`config.mk`:
```
export PLATFORM = sky130hd
export DESIGN_NAME = div16x8_seq
export DESIGN_NICKNAME = d
export VERILOG_FILES = /design/src/rtl/div16x8_seq.sv
export SDC_FILE = /design/constraint.sdc
export NUM_CORES = 1
export LEC_CHECK = 0
export CORE_UTILIZATION = 48
export DETAILED_ROUTE_END_ITERATION = 16
export PLACE_DENSITY = 0.74
export SYNTH_ARGS = -nofsm -noshare
export SYNTH_HDL_FRONTEND = slang
export SYNTH_SLANG_ARGS = --single-unit
```
`constraint.sdc`:
```
create_clock -name clk -period 2.3 [get_ports clk]
set_input_delay 0.46 -clock clk [delete_from_list [all_inputs] [get_ports clk]]
set_output_delay 0.46 -clock clk [all_outputs]
set_load 0.02 [all_outputs]
```
`src/rtl/div16x8_seq.sv`:
```
// Sequential restoring divider: one quotient bit per clock, MSB first.
// A zero divisor short-circuits straight to DONE with an all-ones quotient.
module div16x8_seq #(
  parameter int unsigned DIVIDEND_W = 16,
  parameter int unsigned DIVISOR_W  = 8
) (
  input  logic                  clk,
  input  logic                  sclr,
  input  logic                  start,
  input  logic [DIVIDEND_W-1:0] dividend,
  input  logic [DIVISOR_W-1:0]  divisor,
  output logic                  busy,
  output logic                  done,
  output logic [DIVIDEND_W-1:0] quotient,
  output logic [DIVISOR_W-1:0]  remainder,
  output logic                  div_zero
);

  localparam int unsigned CNT_W = $clog2(DIVIDEND_W) + 1;
  localparam logic [CNT_W-1:0] LAST_CNT = CNT_W'(DIVIDEND_W - 1);

  typedef enum logic [1:0] {
    IDLE,
    CALC,
    DONE
  } state_t;

  state_t state, state_nxt;

  logic [DIVIDEND_W-1:0] dvd_sr;
  logic [DIVIDEND_W-2:0] quo_sr;
  logic [DIVISOR_W-1:0]  dvs;
  logic [DIVISOR_W:0]    prem;
  logic [DIVISOR_W:0]    prem_nxt;
  logic [DIVISOR_W+1:0]  trial;
  logic [DIVISOR_W+1:0]  dvs_ext;
  logic [CNT_W-1:0]      cnt;
  logic                  qbit;
  logic                  accept;
  logic                  last_step;

  // Trial is formed one bit wider than prem so every prem bit participates;
  // prem[DIVISOR_W] stays 0 because prem < divisor after every step.
  always_comb begin
    accept    = (state == IDLE) && start;
    last_step = (state == CALC) && (cnt == LAST_CNT);
    trial     = {prem, dvd_sr[DIVIDEND_W-1]};
    dvs_ext   = (DIVISOR_W + 2)'(dvs);
    qbit      = 1'b0;
    prem_nxt  = trial[DIVISOR_W:0];
    if (trial >= dvs_ext) begin
      qbit     = 1'b1;
      prem_nxt = (DIVISOR_W + 1)'(trial - dvs_ext);
    end
  end

  always_comb begin
    state_nxt = state;
    case (state)
      IDLE: begin
        if (start) begin
          state_nxt = (divisor == '0) ? DONE : CALC;
        end
      end
      CALC: begin
        if (cnt == LAST_CNT) begin
          state_nxt = DONE;
        end
      end
      DONE:    state_nxt = IDLE;
      default: state_nxt = IDLE;
    endcase
  end

  always_ff @(posedge clk) begin
    if (sclr) begin
      state <= IDLE;
    end else begin
      state <= state_nxt;
    end
  end

  always_ff @(posedge clk) begin
    if (sclr) begin
      dvd_sr    <= '0;
      quo_sr    <= '0;
      dvs       <= '0;
      prem      <= '0;
      cnt       <= '0;
      quotient  <= '0;
      remainder <= '0;
      div_zero  <= 1'b0;
    end else if (accept) begin
      dvd_sr <= dividend;
      dvs    <= divisor;
      quo_sr <= '0;
      prem   <= '0;
      cnt    <= '0;
      if (divisor == '0) begin
        quotient  <= '1;
        remainder <= '0;
        div_zero  <= 1'b1;
      end
    end else if (state == CALC) begin
      prem   <= prem_nxt;
      dvd_sr <= {dvd_sr[DIVIDEND_W-2:0], 1'b0};
      quo_sr <= {quo_sr[DIVIDEND_W-3:0], qbit};
      cnt    <= cnt + 1'b1;
      if (last_step) begin
        quotient  <= {quo_sr, qbit};
        remainder <= prem_nxt[DIVISOR_W-1:0];
        div_zero  <= 1'b0;
      end
    end
  end

  assign busy = (state == CALC);
  assign done = (state == DONE);

endmodule

```
-- Word-level counts from Yosys, hierarchy flattened
Cells that the tools add are included.
- flip-flop bits (word level): 80
- bits of input ports: 27
- output and inout bits: 27
- add/sub/neg operators: 2
- $lt $le $gt $ge: 1
- equal/unequal tests: 6
- multiplexer cells: 20
- reductions and logical operators: 9
- operators with widths (cell ; number):
    16-bit 2-to-1 mux ; 6
    8-bit 2-to-1 mux ; 4
    10-bit by 8-bit >= comparator with 1-bit output ; 1
    9-bit 2-to-1 mux ; 1
    9-bit by 8-bit subtractor with 9-bit output ; 1
    8-bit zero test ; 1
    2-bit 2-to-1 mux ; 3
    5-bit by 1-bit adder with 5-bit output (second input constant) ; 1
    5-bit by 4-bit equality test with 1-bit output (second input constant) ; 1
    1-bit 2-to-1 mux ; 5
    2-bit by 1-bit != test with 1-bit output (second input constant) ; 2
    2-bit one-hot mux with 2 select lines ; 1
    2-bit nonzero test ; 2
    3-bit AND reduction ; 1
    2-bit by 1-bit equality test with 1-bit output (second input constant) ; 1
    2-bit equality test (second input constant) ; 1
    1-bit logical AND ; 2
    2-bit zero test ; 1
    2-bit != test (second input constant) ; 1
    2-bit AND reduction ; 1
    2-bit OR reduction ; 1

-- Depth between registers and ports, before layout
- depth after elaboration: 5
- gate-level depth with buffers: 10
- depth with buffers taken out: 9

-- Worst setup path before layout
No wires, ideal clock.
- path type: reg-to-reg
- from: register dvd_sr[15]
- to: register prem[3]
- setup time: 143 ps
- data arrival time: 2152 ps
- required time: 2157 ps
- path slack: 4 ps
- stages on the path, launching flop included: 11
- path buffers: 1
- period minus slack after synthesis: 2296 ps
- path through: dfxtp_1 > inv_1 > ha_1 > inv_1 > fa_1 > a211oi_1 > nor3_1 > nor3b_4 > buf_6 > mux2i_1 > a21oi_1
- word-level cells in the longest chain between the ends: 2
- ends and longest elaborated chain (item ; line ; source):
    start: declaration ; 30 ; logic [DIVIDEND_W-1:0] dvd_sr;
    start signal: assignment ; 94 ; dvd_sr <= dividend;
    start signal: assignment ; 106 ; dvd_sr <= {dvd_sr[DIVIDEND_W-2:0], 1'b0};
    9-bit by 8-bit subtractor with 9-bit output / 10-bit by 8-bit >= comparator with 1-bit output (equally long branches) ; 53, 51 ;
    9-bit 2-to-1 mux * ; 51 ; if (trial >= dvs_ext) begin
    end signal: assignment ; 105 ; prem <= prem_nxt;
    end: declaration ; 33 ; logic [DIVISOR_W:0] prem;
Mark *: on every way between the ends. The rest lies on a longest branch, timed or not.
A chain may end at the register's enable or synchronous reset.

-- Final worst setup path
Same ends and word-level chain as after synthesis.

==> results.yml <==
route:
  drc_errors: 0
  post_drt_wl_per_cell_um: 13.2
  via_count: 3001
  via_per_inst: 5.22
  routed_wl_mm: 7.57
  ant_nets: 0
  drt_iter0_markers: 147
  first_pass_iters: 4
  wl_met1_mm: 3.65
  route.met2.wl_mm: 3.52
  wl_met3_um: 284
  top_layer: "met4"
setup_path:
  endpoint_kind: "flop"
  cp_top_family: "adder cells"
  crit_buf_inv: 3
  critPathKind: "reg2reg"
  max_stage_delay_ns: 0.39
  cpMostUsedCell: "inv_1"
  cp.arrival_ns: 2.44
  path_max_fanout: 9
  cp_slowest_cell: "fa_1"
  crit_required_ns: 2.53
  crit_path_cell_trace: "inv_1 -> ha_1 -> inv_1 -> fa_1 -> a211oi_2 -> nor3_2 -> nor3b_4 -> buf_12 -> mux2i_1 -> a21oi_1"
  cp-start-kind: "flop"
pwr:
  cellPowerDensity_nw_per_um2: 737
  leakage_nw: 1.67
  peakVddDrop_uv: 376
global_routing:
  grt_usage: 0.220
  grt_pass1_vias: 2930
  grt_max_degree: 34
  grt_overflow: 0
  antenna_found_initial: 0
  grt_pass1_wl_mm: 13.1
clock_network:
  clk_pin_slew_ns: 0.08
  numClockSinks: 80
  cts_buffer_depth: 2
  cts_buffers: 9
  cts_tree: "yes"
  clk_latency_ns: 0.35
  root_buffer: "clkbuf_8"
  ctsHoldBuffers: 0
  htree_levels: 3
die:
  io_pins: 54
  die_x_um: 87.4
  initial_core_util: 0.507
  coreArea_sq_um: 6910
  dieHeight_um: 87.4
  rows: 30
  dieArea_sq_um: 7640
sta:
  rsz0062_at_grt: "yes"
  setup_viol: 0
  fmax_mhz: 453
  slew_headroom: 0.353
  tightest_slew_ns: 0.967
  whs_ns: 0.447
  fin_worst_skew_ns: 0.0100
  slew_viol_final: 0
  fin_crit_sh: 0.960
  period_minus_slack_ns: 2.21
  finalHoldViolCount: 0
finish:
  antenna_cells: 0
  final_cell_mix: "dfxtp_1 (80), nand2_1 (79), a21oi_1 (51), clkdlybuf4s50_1 (51), nor2_1 (38)"
  drive_gt1_frac: 0.136
  utilization: 0.643
  stdcell_count: 575
  nNetsFinal: 513
  layout_commonest_cell: "dfxtp_1"
  syn_to_final_growth_pct: 26.8
yosys:
  synth_seq_area_share: 0.457
  synth_top_cell_area_share: 0.457
  synth_area_sq_um: 3500
  yosys.area.top_type: "dfxtp_1"
  yosys_warnings: 0
  synthFlopType: "dfxtp_1"
  synth-async-reset-ratio: 0
  synth_edf_count: 0
  synth_cell_type_count: 48
  avgSynthCellArea_sq_um: 8.44
  synthCells: 415
  synth_seq_cells: 80
  syn-num-nets: 453
  synth_area_leaders: "dfxtp_1 (46%), nand2_1 (8.5%), a21oi_1 (7.3%), nor2_1 (4.1%), ha_1 (3.6%)"
hold_path:
  hp-class: "reg2reg"
placed_design:
  routabilityCongestion: 0.900
  portBuffers: 53
  numPlacedInstances: 559
  dp_hpwl_mm: 5.43
flow_run:
  drv_cap: 0
status:
  outcome: "finished, final reports clean"
cell usage after synthesis (3+ instances only):
cell type / instances
a22oi_1: 16
nor3_1: 10
nor3_2: 11
nand2_1: 79
xnor2_1: 3
buf_1: 3
mux2i_1: 8
nor2_1: 38
ha_1: 10
clkbuf_1: 13
o21ai_0: 14
nor2_2: 10
a21oi_1: 51
dfxtp_1: 80
xor2_1: 4
a211oi_1: 4
buf_2: 4
inv_1: 13
nand2b_1: 5
nand3_1: 5
through the flow:
stage	setup TNS [ns]	total power, mW	setup slack (ns)	area, sq um
3_5_place_dp	-0.988	2.13	-0.123	4190
3_3_place_gp	-0.0801	2.11	-0.0237	4190
4_1_cts	0	3.25	0.0381	4410
5_1_grt	-0.481	3.42	-0.0473	4440
6_report	0	3.27	0.0921	4440
2_1_floorplan	0	1.90	0.00437	3500
routing by layer:
metal / up-vias / track usage
li1: 1535 / -
met1: 1383 / 0.292
met2: 72 / 0.358
met3: 11 / 0.0332
met4: 0 / 0.0879
met5: - / 0
cell type report:
cell class,count,area [sq um]
Timing Repair Buffer,72,696
Tap cell,96,120
Fill cell,641,2460
Clock buffer,11,141
Multi-Input combinational cell,298,1750
Inverter,14,55.1
Clock inverter,4,77.6
Sequential cell,80,1600
power breakdown:
group	total, mW	switching, mW	internal, mW	leakage [nW]
clock network	1.13	0.492	0.641	0.110
registers	1.46	0.0318	1.43	0.649
logic	0.678	0.351	0.327	0.909
total	3.27	0.875	2.40	1.67
kinds of logic after synthesis:
group	count (synthesis)	synth area share
buf+inv	37	0.0500
fa+ha+maj	11	0.0414
compound gates	98	0.165
mux	8	0.0229
xor+xnor	7	0.0175
flops	80	0.457
simple gates	174	0.246
repair_timing:
item / 4_1_cts / 5_1_grt
setup endpoints to repair: 10 / 17
buffers inserted: 0 / 1
pin swaps: 0 / 2
gates resized for setup: 2 / 6
tightest hold or removal path, delay by kind of cell, from the launching register on:
kind / cells / cell delay, ns
AO/OA/AOI/OAI: 1 / 0.05
flip-flops: 1 / 0.31
AND/OR/NAND/NOR: 1 / 0.05
flip-flops by register name (all words and copies together), names as in the netlist:
signal / cells
dvd_sr: 16
quotient: 16
quo_sr: 15
prem: 9
dvs: 8
remainder: 8
cnt: 5
state: 2
div_zero: 1
final timing paths:
kind	from	end	slack, ns	cells after the start
min	remainder[3]	remainder[3]	0.45	2
max	dvd_sr[15]	prem[3]	0.09	10
max reg2reg	dvd_sr[15]	prem[3]	0.09	10
min reg2reg	remainder[3]	remainder[3]	0.45	2
Note: power is estimated with default switching activity, not from simulation.
